$ cat src/rtl/ahb_master_if.sv
// ahb_master_if: command/response port and AHB-lite bus signals of ahb_master.
// master is the initiator's view, slave is the view of whatever drives commands and models the bus.
interface ahb_master_if #(parameter int AWIDTH = 8);
  logic              CMD_VALID_I;
  logic              CMD_READY_O;
  logic              CMD_WRITE_I;
  logic [1:0]        CMD_SIZE_I;
  logic [AWIDTH-1:0] CMD_ADDR_I;
  logic [31:0]       CMD_WDATA_I;
  logic              RSP_VALID_O;
  logic [31:0]       RSP_RDATA_O;
  logic              RSP_ERR_O;
  logic [AWIDTH-1:0] HADDR_O;
  logic [1:0]        HTRANS_O;
  logic              HWRITE_O;
  logic [2:0]        HSIZE_O;
  logic [31:0]       HWDATA_O;
  logic [31:0]       HRDATA_I;
  logic              HREADY_I;
  logic              HRESP_I;
  modport master (
    input  CMD_VALID_I, CMD_WRITE_I, CMD_SIZE_I, CMD_ADDR_I, CMD_WDATA_I, HRDATA_I, HREADY_I, HRESP_I,
    output CMD_READY_O, RSP_VALID_O, RSP_RDATA_O, RSP_ERR_O, HADDR_O, HTRANS_O, HWRITE_O, HSIZE_O, HWDATA_O
  );
  modport slave (
    output CMD_VALID_I, CMD_WRITE_I, CMD_SIZE_I, CMD_ADDR_I, CMD_WDATA_I, HRDATA_I, HREADY_I, HRESP_I,
    input  CMD_READY_O, RSP_VALID_O, RSP_RDATA_O, RSP_ERR_O, HADDR_O, HTRANS_O, HWRITE_O, HSIZE_O, HWDATA_O
  );
endinterface

$ cat src/rtl/ahb_master.sv
// ahb_master: command-driven AHB-lite initiator with address slot A and data slot D.
// Define AHB_MASTER_PIPELINE_EN to overlap address and data phases (one transfer per cycle).
module ahb_master #(parameter int AWIDTH = 8) (
  input logic          HCLK_I,
  input logic          HRESET_N_I,
  ahb_master_if.master bus
);
  logic              a_valid_q, a_valid_d, a_write_q, a_write_d;
  logic [1:0]        a_size_q, a_size_d;
  logic [AWIDTH-1:0] a_addr_q, a_addr_d;
  logic [31:0]       a_wdata_q, a_wdata_d;
  logic              d_valid_q, d_valid_d, d_write_q, d_write_d;
  logic [1:0]        d_size_q, d_size_d, d_lane_q, d_lane_d;
  logic [31:0]       hwdata_q, hwdata_d;
  logic              idle_q, idle_d, err_q, err_d;
  logic              rsp_valid_q, rsp_valid_d, rsp_err_q, rsp_err_d;
  logic [31:0]       rsp_rdata_q, rsp_rdata_d;
  logic              bad, load, move, retire, fire;
  logic [31:0]       steer, rd_shift, rd_data;
`ifdef AHB_MASTER_PIPELINE_EN
  assign bus.CMD_READY_O = HRESET_N_I & !err_q & (!a_valid_q | (bus.HREADY_I & !idle_q));
`else
  assign bus.CMD_READY_O = HRESET_N_I & !err_q & !a_valid_q & !d_valid_q;
`endif
  always_comb begin
    bad = (bus.CMD_SIZE_I == 2'd3) | ((bus.CMD_SIZE_I == 2'd1) & bus.CMD_ADDR_I[0])
        | ((bus.CMD_SIZE_I == 2'd2) & (|bus.CMD_ADDR_I[1:0]));
    load = bus.CMD_VALID_I & bus.CMD_READY_O & !bad;
    move = a_valid_q & !idle_q & bus.HREADY_I;
    retire = d_valid_q & bus.HREADY_I;
    fire = err_q & !a_valid_q & !d_valid_q;
    steer = (bus.CMD_SIZE_I == 2'd0) ? {4{bus.CMD_WDATA_I[7:0]}}
          : (bus.CMD_SIZE_I == 2'd1) ? {2{bus.CMD_WDATA_I[15:0]}} : bus.CMD_WDATA_I;
    a_valid_d = load | (a_valid_q & !move);
    a_write_d = load ? bus.CMD_WRITE_I : a_write_q;
    a_size_d = load ? bus.CMD_SIZE_I : a_size_q;
    a_addr_d = load ? bus.CMD_ADDR_I : a_addr_q;
    a_wdata_d = load ? steer : a_wdata_q;
    d_valid_d = move | (d_valid_q & !retire);
    d_write_d = move ? a_write_q : d_write_q;
    d_size_d = move ? a_size_q : d_size_q;
    d_lane_d = move ? a_addr_q[1:0] : d_lane_q;
    hwdata_d = move ? a_wdata_q : hwdata_q;
    // first ERROR cycle cancels the pending address phase until the error completes
    idle_d = retire ? 1'b0 : idle_q | (d_valid_q & bus.HRESP_I);
    err_d = (bus.CMD_VALID_I & bus.CMD_READY_O & bad) | (err_q & !fire);
    rd_shift = bus.HRDATA_I >> {d_lane_q, 3'b000};
    rd_data = (d_size_q == 2'd0) ? {24'd0, rd_shift[7:0]}
            : (d_size_q == 2'd1) ? {16'd0, rd_shift[15:0]} : rd_shift;
    rsp_valid_d = retire | fire;
    rsp_err_d = retire ? bus.HRESP_I : fire;
    rsp_rdata_d = (retire & !d_write_q & !bus.HRESP_I) ? rd_data : 32'd0;
  end
  always_ff @(posedge HCLK_I) begin
    if (!HRESET_N_I) begin
      a_valid_q <= 1'b0;
      a_write_q <= 1'b0;
      a_size_q <= 2'd0;
      a_addr_q <= '0;
      a_wdata_q <= 32'd0;
      d_valid_q <= 1'b0;
      d_write_q <= 1'b0;
      d_size_q <= 2'd0;
      d_lane_q <= 2'd0;
      hwdata_q <= 32'd0;
      idle_q <= 1'b0;
      err_q <= 1'b0;
      rsp_valid_q <= 1'b0;
      rsp_err_q <= 1'b0;
      rsp_rdata_q <= 32'd0;
    end else begin
      a_valid_q <= a_valid_d;
      a_write_q <= a_write_d;
      a_size_q <= a_size_d;
      a_addr_q <= a_addr_d;
      a_wdata_q <= a_wdata_d;
      d_valid_q <= d_valid_d;
      d_write_q <= d_write_d;
      d_size_q <= d_size_d;
      d_lane_q <= d_lane_d;
      hwdata_q <= hwdata_d;
      idle_q <= idle_d;
      err_q <= err_d;
      rsp_valid_q <= rsp_valid_d;
      rsp_err_q <= rsp_err_d;
      rsp_rdata_q <= rsp_rdata_d;
    end
  end
  assign bus.HADDR_O = a_addr_q;
  assign bus.HTRANS_O = (a_valid_q & !idle_q) ? 2'b10 : 2'b00;
  assign bus.HWRITE_O = a_write_q;
  assign bus.HSIZE_O = {1'b0, a_size_q};
  assign bus.HWDATA_O = hwdata_q;
  assign bus.RSP_VALID_O = rsp_valid_q;
  assign bus.RSP_RDATA_O = rsp_rdata_q;
  assign bus.RSP_ERR_O = rsp_err_q;
endmodule

$ cat src/flat_wrapper.sv
// flat-port wrapper written by rule: the top's interface ports become plain ports
module ahb_master_flat 
#(parameter int AWIDTH = 8)
  (HCLK_I, HRESET_N_I, bus_CMD_VALID_I, bus_CMD_WRITE_I, bus_CMD_SIZE_I, bus_CMD_ADDR_I, bus_CMD_WDATA_I, bus_HRDATA_I, bus_HREADY_I, bus_HRESP_I, bus_CMD_READY_O, bus_RSP_VALID_O, bus_RSP_RDATA_O, bus_RSP_ERR_O, bus_HADDR_O, bus_HTRANS_O, bus_HWRITE_O, bus_HSIZE_O, bus_HWDATA_O);
  ahb_master_if #(.AWIDTH(AWIDTH)) bus_i ();
  input logic HCLK_I;
  input logic HRESET_N_I;
  input wire logic [$bits(bus_i.CMD_VALID_I)-1:0] bus_CMD_VALID_I;
  input wire logic [$bits(bus_i.CMD_WRITE_I)-1:0] bus_CMD_WRITE_I;
  input wire logic [$bits(bus_i.CMD_SIZE_I)-1:0] bus_CMD_SIZE_I;
  input wire logic [$bits(bus_i.CMD_ADDR_I)-1:0] bus_CMD_ADDR_I;
  input wire logic [$bits(bus_i.CMD_WDATA_I)-1:0] bus_CMD_WDATA_I;
  input wire logic [$bits(bus_i.HRDATA_I)-1:0] bus_HRDATA_I;
  input wire logic [$bits(bus_i.HREADY_I)-1:0] bus_HREADY_I;
  input wire logic [$bits(bus_i.HRESP_I)-1:0] bus_HRESP_I;
  output wire logic [$bits(bus_i.CMD_READY_O)-1:0] bus_CMD_READY_O;
  output wire logic [$bits(bus_i.RSP_VALID_O)-1:0] bus_RSP_VALID_O;
  output wire logic [$bits(bus_i.RSP_RDATA_O)-1:0] bus_RSP_RDATA_O;
  output wire logic [$bits(bus_i.RSP_ERR_O)-1:0] bus_RSP_ERR_O;
  output wire logic [$bits(bus_i.HADDR_O)-1:0] bus_HADDR_O;
  output wire logic [$bits(bus_i.HTRANS_O)-1:0] bus_HTRANS_O;
  output wire logic [$bits(bus_i.HWRITE_O)-1:0] bus_HWRITE_O;
  output wire logic [$bits(bus_i.HSIZE_O)-1:0] bus_HSIZE_O;
  output wire logic [$bits(bus_i.HWDATA_O)-1:0] bus_HWDATA_O;
  assign bus_i.CMD_VALID_I = bus_CMD_VALID_I;
  assign bus_i.CMD_WRITE_I = bus_CMD_WRITE_I;
  assign bus_i.CMD_SIZE_I = bus_CMD_SIZE_I;
  assign bus_i.CMD_ADDR_I = bus_CMD_ADDR_I;
  assign bus_i.CMD_WDATA_I = bus_CMD_WDATA_I;
  assign bus_i.HRDATA_I = bus_HRDATA_I;
  assign bus_i.HREADY_I = bus_HREADY_I;
  assign bus_i.HRESP_I = bus_HRESP_I;
  assign bus_CMD_READY_O = bus_i.CMD_READY_O;
  assign bus_RSP_VALID_O = bus_i.RSP_VALID_O;
  assign bus_RSP_RDATA_O = bus_i.RSP_RDATA_O;
  assign bus_RSP_ERR_O = bus_i.RSP_ERR_O;
  assign bus_HADDR_O = bus_i.HADDR_O;
  assign bus_HTRANS_O = bus_i.HTRANS_O;
  assign bus_HWRITE_O = bus_i.HWRITE_O;
  assign bus_HSIZE_O = bus_i.HSIZE_O;
  assign bus_HWDATA_O = bus_i.HWDATA_O;
  ahb_master #(.AWIDTH(AWIDTH)) u_core (.HCLK_I(HCLK_I), .HRESET_N_I(HRESET_N_I), .bus(bus_i));
endmodule
$ cat config.mk
export PLATFORM = sky130hd
export DESIGN_NAME = ahb_master_flat
export DESIGN_NICKNAME = d
export VERILOG_FILES = /design/src/rtl/ahb_master_if.sv /design/src/rtl/ahb_master.sv /design/src/flat_wrapper.sv
export SDC_FILE = /design/constraint.sdc
export NUM_CORES = 1
export LEC_CHECK = 0
export CAP_MARGIN = 20
export CORE_MARGIN = 10
export CORE_UTILIZATION = 25
export DETAILED_ROUTE_END_ITERATION = 8
export GPL_TIMING_DRIVEN = 0
export SETUP_SLACK_MARGIN = 0.2
export SLEW_MARGIN = 0
export SYNTH_ARGS = -nofsm -noshare
export SYNTH_HDL_FRONTEND = slang
export SYNTH_SLANG_ARGS = --single-unit
$ cat constraint.sdc
create_clock -name HCLK_I -period 3.83 [get_ports HCLK_I]
set_clock_uncertainty 0.2 [all_clocks]
set_input_delay 0.9575 -clock HCLK_I [delete_from_list [all_inputs] [get_ports HCLK_I]]
set_output_delay 0.9575 -clock HCLK_I [all_outputs]
set_load 0.03 [all_outputs]
==> summary.txt, run 1 <==
Logic synthesis
  – Register bit total from synthesis: ~120
  – Synth Cell Area: approximately 0.0048 mm^2
  – Cell type with the largest total area after synthesis: sky130_fd_sc_hd__dfxtp_1
  – Sequential fraction of the synthesis area: 49.04%
  – Post-Syn Area per Cell: 9.317 um^2
  – Post-synthesis cell count: between 500 and 600
  – Most area-consuming cells after synthesis: sky130_fd_sc_hd__dfxtp_1 49%, sky130_fd_sc_hd__mux2i_1 16%, sky130_fd_sc_hd__nand2_1 9.6%, sky130_fd_sc_hd__a21oi_1 4.6%, sky130_fd_sc_hd__a211oi_1 3.9%
  – EDFF count, synth: 0
  – Post-synthesis cell type count: 31
  – Proportion of synthesized flip-flops having asynchronous set or reset: 0%
  – Number of warnings reported in the yosys synthesis log: 0
  – Share of the synthesized area in the top cell type: ~49%
  – Dominant synthesized flop cell: sky130_fd_sc_hd__dfxtp_1

Flow run
  – Number of max-capacitance violations reported: 0

Finish
  – Final core utilization: between 30% and 40%
  – Number of nets in the finished design: 775
  – Final Non-Filler Cells: ~970
  – Fraction of layout instances using a drive strength above 1: between 8 and 9%
  – Fill cell total of the finished layout: just under 2,000
  – Area delta synth->final: 52.34%
  – Area of the multi-input gates: 0.002193 mm^2
  – Area of all sequential standard cells: 0.002362 mm^2

Placed design
  – Cell Count Post-Placement: ~940
  – Detailed placer's ending HPWL: between 10 and 15 mm
  – Gp weighted congestion: between 0.7 and 0.8
  – Number of input and output port buffers inserted: 158

STA
  – Hold Worst Slack: roughly 0.25 ns
  – Setup-failing EPs final: 0
  – Setup repair after global routing missed its margin: false
  – Accumulated negative setup slack: 0 ns
  – Highest clock rate: a little under 300 MHz
  – Worst Max-Slew Pin Slew: between 0.8 and 0.9 ns
  – Number of pins with negative max-slew slack in the final report: 0
  – Share of the clock period used by the worst path: 89.24%
  – Hold Fails Final Rpt: 0
  – Rel. slew slack: between 40% and 50%
  – Post-route minimum period: between 3 and 4 ns

Hold path
  – Hold Crit Start: u_core.a_wdata_q[27]
  – Hold Crit Class: register to register

Global routing
  – Initial antenna violation count: 1
  – Global-route wire length before repair: about 25 mm
  – Maximum number of pins on one net before global-route repair: 17
  – Grt total ovfl: 0
  – Number of global-route vias before repair: ~4,200
  – Total global-route track usage: between 10% and 20%

Die
  – Initial cell density of the core: 25.58%
  – I/O pin total: ~160
  – Core Area: approximately 0.019 mm^2
  – Die height: approximately 160 um
  – Total number of placement rows: 50
  – Overall die area: 0.02522 mm^2
  – Horizontal extent of the die: 158.8 um

Clock network
  – Clock insertion delay at the later pin of the skew report: roughly 0.42 ns
  – Post-CTS clock slew at the launch and capture registers of the worst setup and hold paths: approximately 0.060 ns
  – Hold-fix buffer count after cts: 0
  – TritonCTS clock tree: yes
  – Max Buffers Root-to-Sink: 2
  – Buffer count from post-CTS setup fixing: 0
  – Resized Gates After CTS: 1
  – H-tree depth reported by CTS: 4
  – Number of clock buffers inserted by TritonCTS: 17
  – Master cell of the clock root buffer: sky130_fd_sc_hd__clkbuf_16
  – Clk sink count: 118

Drt
  – Residual DRC count: 0
  – Ratio of routed vias to standard cells: ~4.3
  – DR iter-0 viols: approximately 150
  – Number of nets still failing antenna checks after routing: 0
  – Detailed-route wire length: 16.31 mm
  – Routed via count: 4,151
  – First drt pass iteration count: 5
  – Avg WL per Cell: approximately 17 um

Setup path
  – Critical setup path kind: input port to output pin
  – Slowest stage cell on the critical path: sky130_fd_sc_hd__clkdlybuf4s50_1
  – Critical Path AT: around 2.3 ns
  – Nature of the critical path endpoint: output pin
  – Start point of the critical path: HRESET_N_I
  – Critical path's largest stage delay: between 0.5 and 0.6 ns
  – Critical path startpoint category: input port
  – Maximum fanout encountered on the critical timing path: 4
  – CP cell instances: clkdlybuf4s50_1 -> nor4b_4 -> dlygate4sd2_1
  – Required time at the worst-slack endpoint: about 2.7 ns

Pwr
  – Sum of internal, switching and leakage power: about 3.2 mW
  – Cell leakage power: slightly below 3 nW
  – Worst supply voltage drop on vdd: between 300 and 400 uV
  – Power per cell area: roughly 440 mW/mm^2

Run status
  – Run status: finished, final reports clean
metrics by stage:
step	setup slack (ns)	cell area [um^2]
5_1_grt	0.3455	7336
3_3_place_gp	0.1018	6728
2_1_floorplan	1.275	4821
3_5_place_dp	0.09932	6728
6_report	0.4119	7338
4_1_cts	0.3901	7336
critical path, delay by kind of cell:
family | cells | cell delay [ns]
buffers and inverters | 2 | 1.02
AND/OR/NAND/NOR | 1 | 0.28
synthesized netlist by cell type (5+ instances only):
cell	instances
sky130_fd_sc_hd__clkbuf_1	21
sky130_fd_sc_hd__mux2i_1	75
sky130_fd_sc_hd__buf_6	5
sky130_fd_sc_hd__nor2_1	11
sky130_fd_sc_hd__a211oi_1	25
sky130_fd_sc_hd__nor2b_1	17
sky130_fd_sc_hd__a21oi_1	44
sky130_fd_sc_hd__mux2_1	8
sky130_fd_sc_hd__buf_2	8
sky130_fd_sc_hd__nand2_1	123
sky130_fd_sc_hd__and2_1	8
sky130_fd_sc_hd__inv_1	17
sky130_fd_sc_hd__dfxtp_1	118
sky130_fd_sc_hd__a211oi_2	8
sky130_fd_sc_hd__nand2b_1	10
flip-flops by register name, indices dropped and copies added, names as in the netlist, 2 cells and up, named ones only:
signal                  count
u_core.a_wdata_q           32
u_core.bus.RSP_RDATA_O     32
u_core.a_size_q             2
u_core.bus.HWDATA_O        32
u_core.bus.HADDR_O          8
u_core.d_size_q             2
u_core.d_lane_q             2
cells by family (layout without fill, tap and decap cells):
logic type / Yosys count / in the layout / synth area share, %
AND/OR/NAND/NOR: 180 / 180 / 17.12
flip-flops: 118 / 118 / 49.04
AO/OA/AOI/OAI: 79 / 79 / 10.81
multiplexers: 83 / 83 / 17.45
buffers and inverters: 56 / 246 / 5.506
other: 1 / 3 / 0.07785
report_power, final:
part	internal (mW)	switching, mW	leakage (nW)
logic	0.155	0.146	1.67
registers	1.26	0.0189	0.955
clock network	1.05	0.593	0.288
total	2.47	0.759	2.92
layout by cell type, fill, tap and decap left out, types with 4 or more instances in the layout:
master                              n
sky130_fd_sc_hd__a211oi_1          25
sky130_fd_sc_hd__a211oi_2           8
sky130_fd_sc_hd__a21oi_1           44
sky130_fd_sc_hd__and2_1             8
sky130_fd_sc_hd__buf_2              8
sky130_fd_sc_hd__buf_6              5
sky130_fd_sc_hd__clkbuf_1          22
sky130_fd_sc_hd__clkbuf_16         17
sky130_fd_sc_hd__clkdlybuf4s50_1  157
sky130_fd_sc_hd__clkinvlp_4         4
sky130_fd_sc_hd__dfxtp_1          118
sky130_fd_sc_hd__inv_1             17
sky130_fd_sc_hd__mux2_1             8
sky130_fd_sc_hd__mux2i_1           75
sky130_fd_sc_hd__nand2_1          123
sky130_fd_sc_hd__nand2b_1          10
sky130_fd_sc_hd__nor2_1            11
sky130_fd_sc_hd__nor2b_1           17
path summary, 6_finish.rpt:
check,to,slack [ns],cells after the start
worst max-delay path,bus_CMD_READY_O,0.41,3
worst min-delay path,u_core.bus.HWDATA_O[27],0.25,2
worst max register to register,u_core.bus.RSP_RDATA_O[29],1.82,3
worst min register to register,u_core.bus.HWDATA_O[27],0.25,2
metal layers:
layer | track usage, % | vias to the layer above | share of wire [%] | wire, um
met2 | 18.81 | 155 | 42 | 6928
met4 | 3.274 | 0 | 1.0 | 166
met1 | 15.93 | 1890 | 48 | 7812
li1 | - | 2093 | - | -
met5 | 0 | - | 0 | 0
met3 | 6.068 | 13 | 8.6 | 1402
layout make-up:
cell class                 count  area share, %
buffer                        38          2.694
tap                          260          4.433
timing repair buffer         158          21.53
clock inverter                12          2.080
clock buffer                  20          6.223
multi-input combinational    344          29.89
antenna                        1        0.03410
sequential                   118          32.19
inverter                      18         0.9207
Power figures use the tool's default switching activity.
==> inputs of run 2 (changes only) <==
--- a/config.mk
+++ b/config.mk
@@ -6,11 +6,13 @@
 export NUM_CORES = 1
 export LEC_CHECK = 0
 export CAP_MARGIN = 20
+export CELL_PAD_IN_SITES_DETAIL_PLACEMENT = 0
+export CELL_PAD_IN_SITES_GLOBAL_PLACEMENT = 1
 export CORE_MARGIN = 10
-export CORE_UTILIZATION = 25
+export CORE_UTILIZATION = 36
 export DETAILED_ROUTE_END_ITERATION = 8
 export GPL_TIMING_DRIVEN = 0
-export SETUP_SLACK_MARGIN = 0.2
+export PLACE_DENSITY_LB_ADDON = 0.1
 export SLEW_MARGIN = 0
 export SYNTH_ARGS = -nofsm -noshare
 export SYNTH_HDL_FRONTEND = slang
==> run 2 against run 1 <==
  * Register-to-register slack improved by 0.04 ns
  * Critical path type unchanged
  * Sequential share of layout area increased by 0.73 points
  * Design area shrank 2.2%
  * Utilization rose by 15 points
  * First-iteration DRC count rose by 50%
  * Combinational power about the same
  * Critical endpoint unchanged
  * Maximum frequency is 7.8% lower
  * Clock-buffer cell count grew 3
  * Routed wire length fell by 6.3%
  * Critical path depth did not move
  * Sequential power is essentially flat
  * Largest cell class unchanged
==> summary.txt, run 2 (synthesized netlist as in run 1, its figures left out) <==
Setup path
  – FF-to-FF setup slack: between 1.5 and 2 ns
  – Top cell by count, worst path: sky130_fd_sc_hd__clkdlybuf4s50_1
  – CP cell instances: clkdlybuf4s50_1 -> nor4b_4 -> clkdlybuf4s50_1
  – Maximum fanout encountered on the critical timing path: 4
  – Dominant delay contributor by cell family on the critical path: buffers and inverters
  – Critical path's largest stage delay: roughly 0.73 ns
  – Critical setup path kind: input port to output pin
  – Slowest stage cell on the critical path: sky130_fd_sc_hd__clkdlybuf4s50_1
  – Critical path startpoint category: input port
  – Nature of the critical path endpoint: output pin
  – Critical Path AT: 2.55 ns
  – Combined buffer and inverter count along the critical path: 2
  – Start point of the critical path: HRESET_N_I
  – Required time at the worst-slack endpoint: between 2 and 3 ns

STA
  – Share of the clock period used by the worst path: 96.82%
  – Worst Max-Slew Pin Slew: roughly 0.90 ns
  – Rel. slew slack: between 30 and 40%
  – Accumulated negative setup slack: 0 ns
  – Hold Fails Final Rpt: 0
  – Highest clock rate: 269.7 MHz
  – Setup-failing EPs final: 0
  – Number of pins with negative max-slew slack in the final report: 0
  – Post-route minimum period: approximately 3.7 ns
  – Setup repair after global routing missed its margin: false

Pwr
  – Cell leakage power: just under 3 nW
  – Sw Pwr: about 0.7 mW
  – Share of total power in sequential cells: between 40% and 50%
  – Sum of internal, switching and leakage power: roughly 3.1 mW
  – Worst supply voltage drop on vdd: ~220 uV
  – Internal power of the cells: around 2.4 mW
  – Part of the total power dissipated in the clock network: ~50%
  – Fraction of power spent switching nets: between 20% and 30%
  – Power per cell area: between 400 and 500 mW/mm^2
  – Part of the total power dissipated in combinational logic: 9.8%

Finish
  – Commonest non-fill, non-tap cells in the layout: 158 x sky130_fd_sc_hd__clkdlybuf4s50_1, 123 x sky130_fd_sc_hd__nand2_1, 118 x sky130_fd_sc_hd__dfxtp_1, 75 x sky130_fd_sc_hd__mux2i_1, 44 x sky130_fd_sc_hd__a21oi_1
  – Fill cell total of the finished layout: 1,215
  – Area of all sequential standard cells: 0.002362 mm^2
  – Area of the multi-input gates: approximately 0.0022 mm^2
  – Number of nets in the finished design: between 700 and 800
  – Number of diodes: 0
  – Area delta synth->final: 48.96%
  – Leading cell type in the layout, fill and taps excluded: sky130_fd_sc_hd__clkdlybuf4s50_1
  – Fraction of layout instances using a drive strength above 1: approximately 7.4%

Drt
  – Detailed-route wire length: approximately 15 mm
  – Avg WL per Cell: 17.36 um
  – First drt pass iteration count: 4
  – Number of nets still failing antenna checks after routing: 0
  – Residual DRC count: 0
  – Routed via count: about 4,200
  – Ratio of routed vias to standard cells: between 4 and 5
  – DR iter-0 viols: between 200 and 250

Placed design
  – Detailed placer's ending HPWL: approximately 12 mm
  – Gp weighted congestion: between 0.8 and 0.9
  – Number of input and output port buffers inserted: ~160

Clock network
  – Resized Gates After CTS: 0
  – Clk sink count: roughly 120
  – Max Buffers Root-to-Sink: 2
  – Number of clock buffers inserted by TritonCTS: 17
  – TritonCTS clock tree: yes
  – H-tree depth reported by CTS: 4
  – Clock insertion delay at the later pin of the skew report: 0.41 ns
  – Master cell of the clock root buffer: sky130_fd_sc_hd__clkbuf_16
  – Hold-fix buffer count after cts: 0
  – Buffer count from post-CTS setup fixing: 0
  – Post-CTS clock slew at the launch and capture registers of the worst setup and hold paths: 0.05 ns

Die
  – Die height: roughly 140 um
  – Initial cell density of the core: approximately 37%
  – Core Area: 0.01319 mm^2
  – Overall die area: 0.01841 mm^2
  – I/O pin total: approximately 160
  – Total number of placement rows: between 40 and 50
  – Horizontal extent of the die: 135.7 um

Global routing
  – Initial antenna violation count: 0
  – Maximum number of pins on one net before global-route repair: 17
  – Total global-route track usage: between 10% and 20%
  – Highest-utilization routing layer at the global route stage: met2
  – Global-route wire length before repair: roughly 24 mm
  – Grt total ovfl: 0
  – Global routing usage on met1: roughly a fifth
  – Number of global-route vias before repair: 4,393
  – Met2 track utilization from global routing: between 20% and 30%
  – Met3 Resource Use GR: under 10%

Run status
  – Run status: finished, final reports clean

Hold path
  – Hold Crit Start: u_core.a_wdata_q[1]
  – Hold Crit Class: register to register

Flow run
  – Number of max-capacitance violations reported: 0
## run 2: worst paths after layout
kind,to,cells after the start
max,bus_CMD_READY_O,3
min,u_core.bus.HWDATA_O[1],2
max reg2reg,u_core.bus.RSP_RDATA_O[31],3
min reg2reg,u_core.bus.HWDATA_O[1],2
## run 2: tightest hold or removal path, cell delays in order (launching register included)
cell and delay, ns:
sky130_fd_sc_hd__dfxtp_1 0.31, sky130_fd_sc_hd__nand2_1 0.05, sky130_fd_sc_hd__a21oi_1 0.05
## run 2: layout make-up
cell class | instances | share of cell area, %
inverters | 18 | 0.9416
repair buffers | 158 | 22.04
flip-flops and latches | 118 | 32.92
clock buffers | 23 | 6.661
multi-input cells | 344 | 30.57
well taps | 176 | 3.069
plain buffers | 38 | 2.755
clock inverters | 5 | 1.046
## run 2: through the flow
stage | setup slack [ns] | hold slack, ns | util, % | cells | cell area (um^2)
3_3_place_gp | 0.1048 | 0.2377 | 50.21 | 852 | 6623
4_1_cts | 0.08978 | 0.2541 | 54.40 | 880 | 7176
6_report | 0.1217 | 0.2510 | 54.40 | 880 | 7176
5_1_grt | 0.01817 | 0.2664 | 54.40 | 880 | 7176
2_1_floorplan | 1.275 | 0.2303 | - | 518 | 4821
3_5_place_dp | 0.09431 | 0.2464 | 50.21 | 852 | 6623
## run 2: power by group through the flow
stage | logic, mW | registers [mW] | clock network (mW)
floorplan | 0.132 | 1.32 | 0
global placement | 0.302 | 1.31 | 0
detailed placement | 0.305 | 1.31 | 0
CTS | 0.307 | 1.28 | 1.54
global route | 0.329 | 1.28 | 1.60
finish | 0.304 | 1.28 | 1.51
## run 2: per-layer routing
layer,part of all wire (%),up-vias
li1,-,2092
met1,42,1931
met2,47,147
met3,8.5,22
met4,2.5,0
met5,0,-
==> inputs of run 3 (changes only) <==
--- a/config.mk
+++ b/config.mk
@@ -13,6 +13,7 @@
 export DETAILED_ROUTE_END_ITERATION = 8
 export GPL_TIMING_DRIVEN = 0
 export PLACE_DENSITY_LB_ADDON = 0.1
+export SKIP_LAST_GASP = 1
 export SLEW_MARGIN = 0
 export SYNTH_ARGS = -nofsm -noshare
 export SYNTH_HDL_FRONTEND = slang
==> results of run 3 <==
The final DEF is identical to that of run 2; final timing and power are the same.
==> RTL edit (flow settings as in run 2) <==
`AWIDTH` is set to 8 in 3 places; all go to 6.
--- a/src/rtl/ahb_master_if.sv
+++ b/src/rtl/ahb_master_if.sv
@@ -2,3 +2,3 @@
 // master is the initiator's view, slave is the view of whatever drives commands and models the bus.
-interface ahb_master_if #(parameter int AWIDTH = 8);
+interface ahb_master_if #(parameter int AWIDTH = 6);
   logic              CMD_VALID_I;
--- a/src/rtl/ahb_master.sv
+++ b/src/rtl/ahb_master.sv
@@ -2,3 +2,3 @@
 // Define AHB_MASTER_PIPELINE_EN to overlap address and data phases (one transfer per cycle).
-module ahb_master #(parameter int AWIDTH = 8) (
+module ahb_master #(parameter int AWIDTH = 6) (
   input logic          HCLK_I,
--- a/src/flat_wrapper.sv
+++ b/src/flat_wrapper.sv
@@ -2,3 +2,3 @@
 module ahb_master_flat 
-#(parameter int AWIDTH = 8)
+#(parameter int AWIDTH = 6)
   (HCLK_I, HRESET_N_I, bus_CMD_VALID_I, bus_CMD_WRITE_I, bus_CMD_SIZE_I, bus_CMD_ADDR_I, bus_CMD_WDATA_I, bus_HRDATA_I, bus_HREADY_I, bus_HRESP_I, bus_CMD_READY_O, bus_RSP_VALID_O, bus_RSP_RDATA_O, bus_RSP_ERR_O, bus_HADDR_O, bus_HTRANS_O, bus_HWRITE_O, bus_HSIZE_O, bus_HWDATA_O);
Interface: changed (resized bus_CMD_ADDR_I and bus_HADDR_O); port bits go from 161 to 157. The function was not compared with the original's and may differ.
==> RTL edit against run 2 <==
Routed wire length is 2.2% higher. Final area is 1.9% lower. Worst setup slack better by 0.27 ns. Combinational power is 4% lower. Synthesized area is 1.6% lower. Non-clock buffer count is 5 lower. Sequential share of layout area is 0.063 points higher. Sequential cell count is 2 lower. Power is 1.9% lower. Via count is 1.1% higher. Largest cell class unchanged. Highest routed layer unchanged.
==> RTL edit: results (changes against run 2) <==
Outcome
  – Result of the run: finished clean

Finish
  – Share of final-layout standard cells stronger than drive strength 1: 8.453% (+1.1 points)
  – Net count, final: 764 (-1.4%)

Detailed routing
  – Routed via count: 4240 (+1.1%)
  – Total Wirelength: 15.62 mm (+2.2%)
  – Number of violations reported at the end of detailed-routing iteration 0: 255 (+17%)
  – Wire length per cell after detailed routing: 17.95 um (+3.4%)

Synthesis
  – Number of distinct library cells after synthesis: 34 (+9.7%)
  – Top area cells in the synthesized netlist: sky130_fd_sc_hd__dfxtp_1 (49%), sky130_fd_sc_hd__mux2i_1 (15%), sky130_fd_sc_hd__nand2_1 (9.7%), sky130_fd_sc_hd__a211oi_1 (5.2%), sky130_fd_sc_hd__a21oi_1 (4.6%)
  – Synthesized area per cell: 9.218 sq um (-1.1%)
  – Register area share after synthesis: 49.01% (about the same)
  – List of most frequent post-synthesis cells: sky130_fd_sc_hd__nand2_1 (123), sky130_fd_sc_hd__dfxtp_1 (116), sky130_fd_sc_hd__mux2i_1 (70)

Critical path
  – Register-to-Register Setup Slack: 1.84 ns (-0.02 ns)
  – Critical path arrival: 2.28 ns (-0.27 ns)

Global route
  – Tot GR Track Use: 17.00% (+0.27 points)
  – Number of global-route vias before repair: 4344 (-1.1%)

Power
  – Leakage power of the design: 2.832 nW (-2.4%)
  – Switching power summed over all nets: 686.8 uW (+0.15%)
  – Peak supply drop: 0.2368 mV (+7.8%)

Clock tree
  – Inserted Clock Buffers: 17 (unchanged)

Placement
  – # port buffers: 152 (-3.8%)
  – Final weighted congestion of routability-driven global placement: 0.8190 (-6.6%)
  – Detailed-placement wirelength estimate: 11.94 mm (+2.4%)
  – Placed instance count: 839 (-1.5%)

STA
  – Slew of the pin with the lowest slew margin: 0.9510 ns (+0.05156 ns)
[RTL edit: cell count changes after synthesis, sizes merged]
| cell | change |
|---|---|
| clkinv | +1 |
| o211ai | +2 |
| inv | -5 |
| o21ai | +1 |
| nand2b | +2 |
| mux2i | -5 |
| o21a | +1 |
| dfxtp | -2 |
| nor3b | +1 |
| clkbuf | +1 |
[RTL edit: logic make-up after synthesis]
logic type,count (synthesis),share of synthesized area (%)
DFF,116,49.01
buffers and inverters,53,5.254
other,1,0.07914
AOI/OAI and AO/OA,83,11.01
and+or+nand+nor,183,17.96
muxes,78,16.69
[RTL edit: power groups by stage]
stage	Clock, mW	Sequential [mW]	Combinational [mW]
floorplan	0	1.29	0.130
global placement	0	1.28	0.288
detailed placement	0	1.28	0.292
CTS	1.51	1.26	0.293
global route	1.56	1.26	0.315
finish	1.48	1.26	0.292
[RTL edit: worst min path at each step]
stage,from,end
after detailed placement,u_core.a_wdata_q[7]$_SDFFE_PN0P_,u_core.bus.HWDATA_O[7]$_SDFFE_PN0P_
after global routing,u_core.a_wdata_q[7]$_SDFFE_PN0P_,u_core.bus.HWDATA_O[7]$_SDFFE_PN0P_
final,u_core.a_wdata_q[7]$_SDFFE_PN0P_,u_core.bus.HWDATA_O[7]$_SDFFE_PN0P_
after CTS,u_core.a_wdata_q[7]$_SDFFE_PN0P_,u_core.bus.HWDATA_O[7]$_SDFFE_PN0P_
after global placement,u_core.a_wdata_q[18]$_SDFFE_PN0P_,u_core.bus.HWDATA_O[18]$_SDFFE_PN0P_
after floorplan,u_core.a_wdata_q[7]$_SDFFE_PN0P_,u_core.bus.HWDATA_O[7]$_SDFFE_PN0P_
[RTL edit: critical path, delay by kind of cell]
kind	cells	cell delay, ns
simple gates	1	0.38
buf+inv	2	0.95
[RTL edit: through the flow]
step           setup WS (ns)  utilization, %  total power, mW  hold slack [ns]
2_1_floorplan          1.051               -            1.423           0.2316
3_3_place_gp          0.3801           50.72            1.572           0.2387
3_5_place_dp          0.3922           50.72            1.576           0.2451
4_1_cts               0.3840           55.12            3.061           0.2523
5_1_grt               0.3523           55.12            3.138           0.2682
6_report              0.3916           55.12            3.033           0.2501
[RTL edit: routing by layer]
| layer | global-route usage (%) | share of wire [%] | wire [um] |
|---|---|---|---|
| met1 | 20.47 | 44 | 6903 |
| met2 | 27.04 | 47 | 7264 |
| met3 | 6.565 | 8.1 | 1266 |
| met4 | 5.804 | 1.2 | 184 |
| met5 | 0 | 0 | 0 |
[RTL edit: cell type report]
cell class              count  area, sq um
plain buffers              39        196.4
clock buffers              28        546.8
clock inverters             3        15.01
fillers                  1165         5733
inverters                  14        52.55
multi-input cells         346         2171
flip-flops and latches    116         2322
well taps                 172        215.2
repair buffers            152         1521
